===== config.mk =====
export PLATFORM = sky130hd
export DESIGN_NAME = mealy_arbiter
export DESIGN_NICKNAME = d
export VERILOG_FILES = /design/src/rtl/mealy_arbiter.sv
export SDC_FILE = /design/constraint.sdc
export NUM_CORES = 1
export LEC_CHECK = 0
export BUFFER_PORTS_ARGS = -buffer_cell sky130_fd_sc_hd__buf_4
export CAP_MARGIN = 30
export CORE_MARGIN = 2
export CORE_UTILIZATION = 54
export CTS_BUF_LIST = sky130_fd_sc_hd__clkbuf_4 sky130_fd_sc_hd__clkbuf_8
export CTS_CLUSTER_DIAMETER = 150
export DETAILED_ROUTE_END_ITERATION = 6
export PLACE_DENSITY = 0.92
export SLEW_MARGIN = 20
export SYNTH_ARGS = -nofsm -noshare
export SYNTH_HDL_FRONTEND = slang
export SYNTH_SLANG_ARGS = --single-unit

===== constraint.sdc =====
create_clock -name clk -period 1.7 [get_ports clk]
set_input_delay 0.34 -clock clk [delete_from_list [all_inputs] [get_ports clk]]
set_output_delay 0.34 -clock clk [all_outputs]
set_load 0.01 [all_outputs]

===== src/rtl/mealy_arbiter.sv =====
// rtl/mealy_arbiter.sv - round-robin sharing of a serial Mealy run-end detector between two requesters
// Optional MEALY_FLUSH_EN adds a FLUSH cycle so a trailing run of 1s is counted.
module mealy_arbiter #(
  parameter int W  = 8,
  parameter int CW = 4
) (
  input  logic          clk,
  input  logic          rst,
  input  logic          req0,
  input  logic [W-1:0]  din0,
  input  logic          req1,
  input  logic [W-1:0]  din1,
  output logic [1:0]    gnt,
  output logic          busy,
  output logic          ack0,
  output logic          ack1,
  output logic [CW-1:0] cnt
);

  localparam int IW = $clog2(W);
  localparam logic [IW-1:0] IDX_LAST = IW'(W - 1);
  localparam logic [CW-1:0] CNT_MAX  = '1;

  localparam logic [1:0] IDLE  = 2'b00;
  localparam logic [1:0] SHIFT = 2'b01;
`ifdef MEALY_FLUSH_EN
  localparam logic [1:0] FLUSH = 2'b10;
`endif
  localparam logic [1:0] DONE  = 2'b11;

  localparam logic [1:0] S0 = 2'b00;
  localparam logic [1:0] S1 = 2'b01;
  localparam logic [1:0] S3 = 2'b11;
  localparam logic [1:0] S2 = 2'b10;

  logic [1:0]    state_q, state_d;
  logic [W-1:0]  sr_q, sr_d;
  logic [IW-1:0] idx_q, idx_d;
  logic [1:0]    det_q, det_d;
  logic [CW-1:0] cnt_q, cnt_d;
  logic [1:0]    gnt_q, gnt_d;
  logic          busy_q, busy_d;
  logic          last_q, last_d;

  logic       x, y, pick1;
  logic [1:0] det_n;
  logic [CW-1:0] cnt_inc;

  // FLUSH (when built) sees x=0 because only SHIFT feeds the shift-register MSB
  assign x = (state_q == SHIFT) ? sr_q[W-1] : 1'b0;
  assign y = ~x & (det_q != S0);
  assign pick1 = req1 & (~req0 | ~last_q);
  assign cnt_inc = (y && cnt_q != CNT_MAX) ? cnt_q + CW'(1) : cnt_q;

  always_comb begin
    det_n = S0;
    if (x) begin
      case (det_q)
        S0:      det_n = S1;
        S1:      det_n = S3;
        S3:      det_n = S2;
        default: det_n = S2;
      endcase
    end
  end

  always_comb begin
    state_d = state_q;
    sr_d    = sr_q;
    idx_d   = idx_q;
    det_d   = det_q;
    cnt_d   = cnt_q;
    gnt_d   = gnt_q;
    busy_d  = busy_q;
    last_d  = last_q;
    case (state_q)
      IDLE: begin
        if (req0 || req1) begin
          state_d = SHIFT;
          sr_d    = pick1 ? din1 : din0;
          det_d   = S0;
          idx_d   = '0;
          cnt_d   = '0;
          gnt_d   = pick1 ? 2'b10 : 2'b01;
          last_d  = pick1;
          busy_d  = 1'b1;
        end
      end
      SHIFT: begin
        det_d = det_n;
        cnt_d = cnt_inc;
        sr_d  = {sr_q[W-2:0], 1'b0};
        idx_d = idx_q + IW'(1);
        if (idx_q == IDX_LAST) begin
`ifdef MEALY_FLUSH_EN
          state_d = FLUSH;
`else
          state_d = DONE;
`endif
        end
      end
`ifdef MEALY_FLUSH_EN
      FLUSH: begin
        det_d   = det_n;
        cnt_d   = cnt_inc;
        state_d = DONE;
      end
`endif
      DONE: begin
        state_d = IDLE;
        gnt_d   = 2'b00;
        busy_d  = 1'b0;
      end
      default: state_d = IDLE;
    endcase
  end

  always_ff @(posedge clk or posedge rst) begin
    if (rst) begin
      state_q <= IDLE;
      sr_q    <= '0;
      idx_q   <= '0;
      det_q   <= S0;
      cnt_q   <= '0;
      gnt_q   <= 2'b00;
      busy_q  <= 1'b0;
      last_q  <= 1'b1;
    end else begin
      state_q <= state_d;
      sr_q    <= sr_d;
      idx_q   <= idx_d;
      det_q   <= det_d;
      cnt_q   <= cnt_d;
      gnt_q   <= gnt_d;
      busy_q  <= busy_d;
      last_q  <= last_d;
    end
  end

  assign gnt  = gnt_q;
  assign busy = busy_q;
  assign cnt  = cnt_q;
  assign ack0 = (state_q == DONE) & gnt_q[0];
  assign ack1 = (state_q == DONE) & gnt_q[1];

endmodule


Yosys cells after proc, flatten, opt, wreduce, memory -nomap -nowiden

Index checks and enable logic that the tools add are counted.

Register bits: 23
Latch bits: 0
RAM bits: 0
Memory bits (read-only): 0
Input port bits: 20
Output and inout bits: 9
Logic and storage cells: 59
Memories kept: 0

Add/subtract/negate cells: 2
Multiply operators: 0
Div/mod/pow operators: 0
Order comparisons: 0
Eq/ne operators: 8
Shift-type cells: 0
Mux-type cells: 21
Bitwise operators: 8
Reduce and logical (&&, ||, !) cells: 12

Operators with widths:

| kind                  | number |
|---|---|
| $mux W8               | 2 |
| $pmux W2 S2           | 4 |
| $pmux W8 S2           | 1 |
| $mux W2               | 6 |
| $mux W4               | 2 |
| $pmux W4 S2           | 1 |
| $reduce_and A2 Y1     | 4 |
| $pmux W3 S2           | 1 |
| $reduce_bool A2 Y1    | 3 |
| $add A4 B1 Y4 const B | 1 |
| $and A1 B1 Y1         | 4 |
| $eq A2 B1 Y1 const B  | 2 |
| $logic_not A2 Y1      | 2 |
| $ne A2 B1 Y1 const B  | 2 |
| $ne A4 B4 Y1 const B  | 1 |
| $add A3 B1 Y3 const B | 1 |
| $eq A3 B3 Y1 const B  | 1 |
| $mux W3               | 1 |
| $not A1 Y1            | 3 |
| $reduce_and A3 Y1     | 1 |
| $eq A2 B2 Y1 const B  | 1 |
| $mux W1               | 2 |
| $ne A2 B2 Y1 const B  | 1 |
| $pmux W1 S2           | 1 |
| 3 further kinds       | 3 |

Logic depth before layout (Yosys ltp)

Gate-level depths: netlist (run 1).

Depth after elaboration: 7
Gate-level depth with buffers: 5
Mapped depth without buffers: 4

Least setup slack after synthesis (run 1)

OpenSTA, ideal clock, no wires.

Kind: register to register
Start point: reg state_q[1]
End point: reg cnt_q[0], in the netlist cnt[0]
Library setup time: 0.125 ns
Arrival time: 1.350 ns
Required time: 1.575 ns
Setup slack: 0.225 ns
Cell stages (with the launch flop): 5
Path buffers: 0
Clock period less this slack: 1.475 ns
Path through: dfrtp_1 > nor2_2 > and2_4 > a41o_1 > mux2_4

Longest elaborated chain between the ends: 7
Elaborated cells on any way between the ends: 11
Those cells by class: eq/ne (3); mux (2); bitwise (2); reduce/logical (4)

RTL lines:

| item                               | line   | source |
|---|---|---|
| start: declaration                 | 36     | `logic [1:0] state_q, state_d;` |
| start signal: assignment           | 129    | `state_q <= state_d;` |
| $eq A2 B1 Y1                       | 50, 76 |  |
| $mux W1                            | 50     | `assign x = (state_q == SHIFT) ? sr_q[W-1] : 1'b0;` |
| $not A1 Y1                         | 51     | `assign y = ~x & (det_q != S0);` |
| $and A1 B1 Y1                      | 51     |  |
| $logic_and A1 B1 Y1                | 53     | `assign cnt_inc = (y && cnt_q != CNT_MAX) ? cnt_q + CW'(1) : cnt_q;` |
| $ne A2 B1 Y1 (no source line)      | -      |  |
| $reduce_and A3 Y1 (no source line) | -      |  |
| end signal: assignment             | 133    | `cnt_q <= cnt_d;` |
| end: declaration                   | 40     | `logic [CW-1:0] cnt_q, cnt_d;` |

Parallel ways exist; a longest one is shown, timed or not.
A chain may end at the register's enable or synchronous reset.

Worst setup path after layout (run 1)

Start point: reg cnt_q[0], in the netlist cnt[0]
End point: reg cnt_q[0], in the netlist cnt[0]

Longest elaborated chain between the ends: 4
Elaborated cells on any way between the ends: 7
Those cells by class: add/sub (1); eq/ne (2); mux (2); reduce/logical (2)

RTL lines:

| item |
|---|
| parallel branches: the longest is 4 deep, another holds $add A4 B1 Y4 |

Parallel ways; which one is timed is not known. The select of a mux whose other input is x is not followed.

==> results of run 1 <==
[power by group]
group	switching (W)	total [W]	internal, W
clock	0.000152	0.000260	0.000108
combinational	0.000569	0.00114	0.000569
sequential	0.000197	0.000997	0.000800
[routing by layer]
layer  vias to the layer above  global-route usage [%]  wire (um)
li1                        462                       -          -
met1                       433                    24.4        991
met2                        26                    36.2       1100
met3                         5                    3.57         93
met4                         0                    8.11         40
met5                         -                       0          0
[worst min-delay path by stage]
stage / startpoint / to / cells past startpoint
after floorplan: rst / busy / 1
after CTS: rst / sr_q[5] / 3
after detailed placement: rst / sr_q[5] / 3
final: rst / sr_q[5] / 3
after global routing: rst / gnt[0] / 3
after global placement: rst / cnt[3] / 3
[state kept, by name, summed over array words and instances (netlist names)]
register / flops
last_q: 1
cnt: 4
det_q: 2
busy: 1
gnt: 2
idx_q: 3
state_q: 2
sr_q: 8
[final cells by class]
type | count | area [um2] | share of cell area [%]
tap | 27 | 33.8 | 2.35
inverter | 5 | 18.8 | 1.30
multi-input combinational | 74 | 533 | 37.0
sequential | 23 | 577 | 40.1
timing repair buffer | 33 | 248 | 17.2
clock buffer | 4 | 30.0 | 2.09
[worst max-delay path, stage by stage (launching register included)]
cell,delay [ns]
dfrtp_1,0.45
ha_1,0.25
nand3_1,0.10
a41o_1,0.28
mux2_4,0.32
[cells by family (layout without fill, tap and decap cells)]
logic type	count (synthesis)	in the layout
simple gates	28	28
flops	23	23
mux	10	10
buf+inv	10	42
compound gates	33	33
fa+ha+maj	3	3
[metrics by stage]
step	setup slack (ns)	instance area (um2)	power (W)	util [%]
2_1_floorplan	0.225	1160	0.00179	-
3_3_place_gp	0.129	1410	0.00208	71.1
3_5_place_dp	0.0935	1410	0.00216	71.1
4_1_cts	0.202	1440	0.00242	72.7
5_1_grt	0.143	1440	0.00260	72.7
6_report	0.204	1440	0.00239	72.7
[Yosys cell counts, types with 2 or more instances]
cell type  count
o21ai_0       12
and3_1         2
a22oi_1        7
clkbuf_1       2
ha_1           3
nand2_1       12
mux2i_1        9
o32ai_1        2
nand3_1        5
a32o_1         2
buf_2          2
inv_1          5
dfrtp_1       22
==> flow_summary.ini, run 1 <==
[outcome]
status = finished, final reports clean

[floorplanning]
dieHeight_um = 50.3
initial_utilization_pct = 58.4
fp-row-count = 16
ioPinCount = 29
core_area_um2 = 1980
dieArea_um2 = 2530
die_w_um = 50.3

[sta]
period_share_pct = 88.0
rsz0062_at_grt = no
max_slew_margin_pct = 70.3
finalHoldViolations = 0
setup-tns-final_ns = 0
period_minus_slack_ns = 1.50
hold_ws_ns = 0.0566
finClkSkew_ns = 0.00293
clock.fmax_mhz = 669
drv_slew = 0
tightest_slew_ns = 0.446
finalSetupViolCount = 0

[setup_path]
r2r_cells = 4
timing.rr.end = cnt[0]
setup.worst_path.end_class = register
r2r-start = cnt[0]
cp.required_ns = 1.90
path_class = reg2reg
cp.arrival_ns = 1.70
cp-endpoint = cnt[0]
cp_max_fo = 5
crit_path_start = cnt[0]
reg2reg_slack_ns = 0.20
critPathLaunchType = register

[synthesis]
netlist_instances = 107
synthMuxAreaShare_pct = 9.08
synth_compound_area_share_pct = 20.8
synth_fp_nets = 130
synthArstFlopShare_pct = 100
yosys.area.top_type = dfrtp_1
synth_cell_type_count = 35
synth_area_leaders = dfrtp_1 (48%), mux2i_1 (7.8%), o21ai_0 (5.2%)
synth_ff_type = dfrtp_1
synth_seq_area_share_pct = 49.8
avgSynthCellArea_um2 = 10.8
synth_fa_ha_area_share_pct = 3.24
synth_warnings = 0
yosys.area_share.simple_pct = 13.0
netlist.area_leader.share_pct = 47.6
synth_area_um2 = 1160
synth_edf_count = 0
synth_xor_area_share_pct = 0
synth_top_family_by_area = compound AO/OA/AOI/OAI gates
synth-seq-cells = 23

[clocking]
hold_buffers = 0
cts_htree_levels = 1
cts.sinks = 23
cts_root_buf = clkbuf_4
cts_tree = done
ctsResizeCount = 0
cts_setup_buffers = 0
clk_pin_slew_ns = 0.11
cts_buffers = 3
cts_buffer_depth = 2
clock_latency_ns = 0.31

[grt]
grt_pass1_vias = 943
grt_usage_pct = 20.4
antenna_found_initial = 0
grt_pass1_wl_mm = 3.88
overflow = 0
grt_max_degree = 24

[final_layout]
diodes = 0
layout.cells.most_common = buf_4
final_cell_count_no_fill = 166
nets = 163
fillers = 142
area_growth_pct = 24.4
mostFrequentLayoutCells = buf_4 (33), dfrtp_1 (22), nand2_1 (12), o21ai_0 (12), mux2i_1 (9)
drive_gt1_share_pct = 33.8

[pwr]
vdd_drop_max_mv = 0.821
leakage_nw = 0.713
p_per_area_nw_per_um2 = 1660

[drt]
drtPass1Iterations = 4
drt_iter0_drc = 26
via_count = 926
wl_per_cell_um = 13.4
viasPerCell = 5.58
routed_wl_mm = 2.23
drc = 0
ant_nets = 0

[flow_run]
drv_cap = 0

[placed_design]
gp_congestion = 0.884
io_buffers = 28
dp.cells = 162
hpwl_mm = 1.75

[hold_path]
hold_class = in2async
(Power assumes the default switching activity.)
==> run 2, diff against run 1 <==
==> constraint.sdc (replaced) <==
create_clock -name clk -period 1.39 [get_ports clk]
set_input_delay 0.278 -clock clk [delete_from_list [all_inputs] [get_ports clk]]
set_output_delay 0.278 -clock clk [all_outputs]
set_load 0.01 [all_outputs]
==> flow_summary.ini, run 2 (synthesized netlist as in run 1, its figures left out) <==
[final_layout]
mostFrequentLayoutCells = buf_4 (40), dfrtp_1 (21), nand2_1 (12), o21ai_0 (12), mux2i_1 (9)
fillers = 118
layout.cells.most_common = buf_4
nets = 177
area_growth_pct = 38.7
diodes = 0
postLayoutCoreUtil_pct = 81.0
largest_reg_flops = 8
top_register = sr_q
drive_gt1_share_pct = 42.5

[sta]
tightest_slew_ns = 0.469
fin_ws_ns = -0.0600
clock.fmax_mhz = 690
max_slew_margin_pct = 68.7
finalSetupViolCount = 6
period_share_pct = 104
finalHoldViolations = 0
finClkSkew_ns = 0.00332
period_minus_slack_ns = 1.45
drv_slew = 0
rsz0062_at_grt = yes

[floorplanning]
dieArea_um2 = 2530
initial_utilization_pct = 58.4
core_area_um2 = 1980
fp-row-count = 16
dieHeight_um = 50.3
ioPinCount = 29
die_w_um = 50.3

[grt]
overflow = 0
use_met3_pct = 3.57
grt_pass1_vias = 1079
grt_usage_pct = 26.7
use_met1_pct = 32.8
top_usage_layer = met2
grt_max_degree = 15
gr-usage-met2_pct = 48.2
antenna_found_initial = 0
grt_pass1_wl_mm = 5.02

[setup_path]
worst_path_most_repeated_cell = buf_6
cp.required_ns = 1.11
r2r-start = state_q[0]
reg2reg_slack_ns = -0.06
slowest_stage = dfrtp_1
crit_path_start = state_q[0]
cp.arrival_ns = 1.17
critPathLaunchType = register
path_class = reg2out
cp_max_fo = 4
path_buf_inv = 2
cpLargestDelayFamily = flip-flops
setup.worst_path.end_class = output pin
slowest_delay_ns = 0.44
crit_path_cell_trace = buf_6 > and3_4 > buf_6

[pwr]
p_per_area_nw_per_um2 = 2070
leakage_nw = 0.786
vdd_drop_max_mv = 1.18
p_total_w = 0.00332

[clocking]
cts_buffer_depth = 2
clock_latency_ns = 0.31
cts_buffers = 3
cts.sinks = 23
cts_root_buf = clkbuf_4
clk_pin_slew_ns = 0.12
cts_tree = done
cts_htree_levels = 1

[drt]
viasPerCell = 5.67
via_count = 1020
ant_nets = 0
drc = 0
routed_wl_mm = 2.87
wl_per_cell_um = 15.9
drtPass1Iterations = 4
drt_iter0_drc = 19

[hold_path]
holdCritStartpoint = req0
hold_class = in2reg

[placed_design]
gp_congestion = 0.784
hpwl_mm = 2.16
io_buffers = 28

[outcome]
status = finished, violations left
violations = negative setup slack

[flow_run]
drv_cap = 0
## run 2: cell types whose count changed in the layout (fill, tap and decap cells not counted), moves of 2 or more
cell	change
buf_4	+7
buf_6	+5
and3_1	-2
and3_4	+2
## run 2: metal layers
layer	wire, um	share of wire, %
met4	42	1.5
met1	1190	41
met2	1540	54
met3	102	3.6
met5	0	0
## run 2: final timing paths
kind | to | cells past startpoint
worst max-delay path | ack1 | 3
worst min-delay path | last_q | 2
worst max register to register | cnt[0] | 5
worst min register to register | busy | 2
max in group asynchronous | cnt[1] | 4
min in group asynchronous | sr_q[4] | 3
## run 2: through the flow
stage	cells	TNS, ns	cell area (um2)	hold WS [ns]	setup slack (ns)
global placement	173	-0.0579	1510	0.303	-0.0436
CTS	181	-0.174	1610	0.122	-0.0368
floorplan	107	-0.00112	1170	0.279	-0.00112
global route	180	-0.792	1610	0.123	-0.104
detailed placement	173	-0.182	1510	0.310	-0.0816
finish	180	-0.245	1610	0.133	-0.0600
## run 2: where the power goes
part           internal (W)  switching (W)
logic              0.000925       0.000858
clock network      0.000132       0.000200
registers          0.000979       0.000231
total               0.00204        0.00129
## run 2: final cells by class
| type | count | area (um2) | area share (%) |
|---|---|---|---|
| timing repair buffer | 47 | 387 | 24.1 |
| multi-input combinational | 74 | 558 | 34.8 |
| sequential | 23 | 578 | 36.0 |
| tap | 27 | 33.8 | 2.10 |
| inverter | 5 | 18.8 | 1.17 |
| clock buffer | 4 | 30.0 | 1.87 |
## run 2: what timing repair did
item	in CTS	in global routing
hold buffers	1	0
hold endpoints to repair	9	0
endpoints found under the setup margin	6	10
pin swaps	1	1
gates resized for setup	7	1
setup buffers	3	0
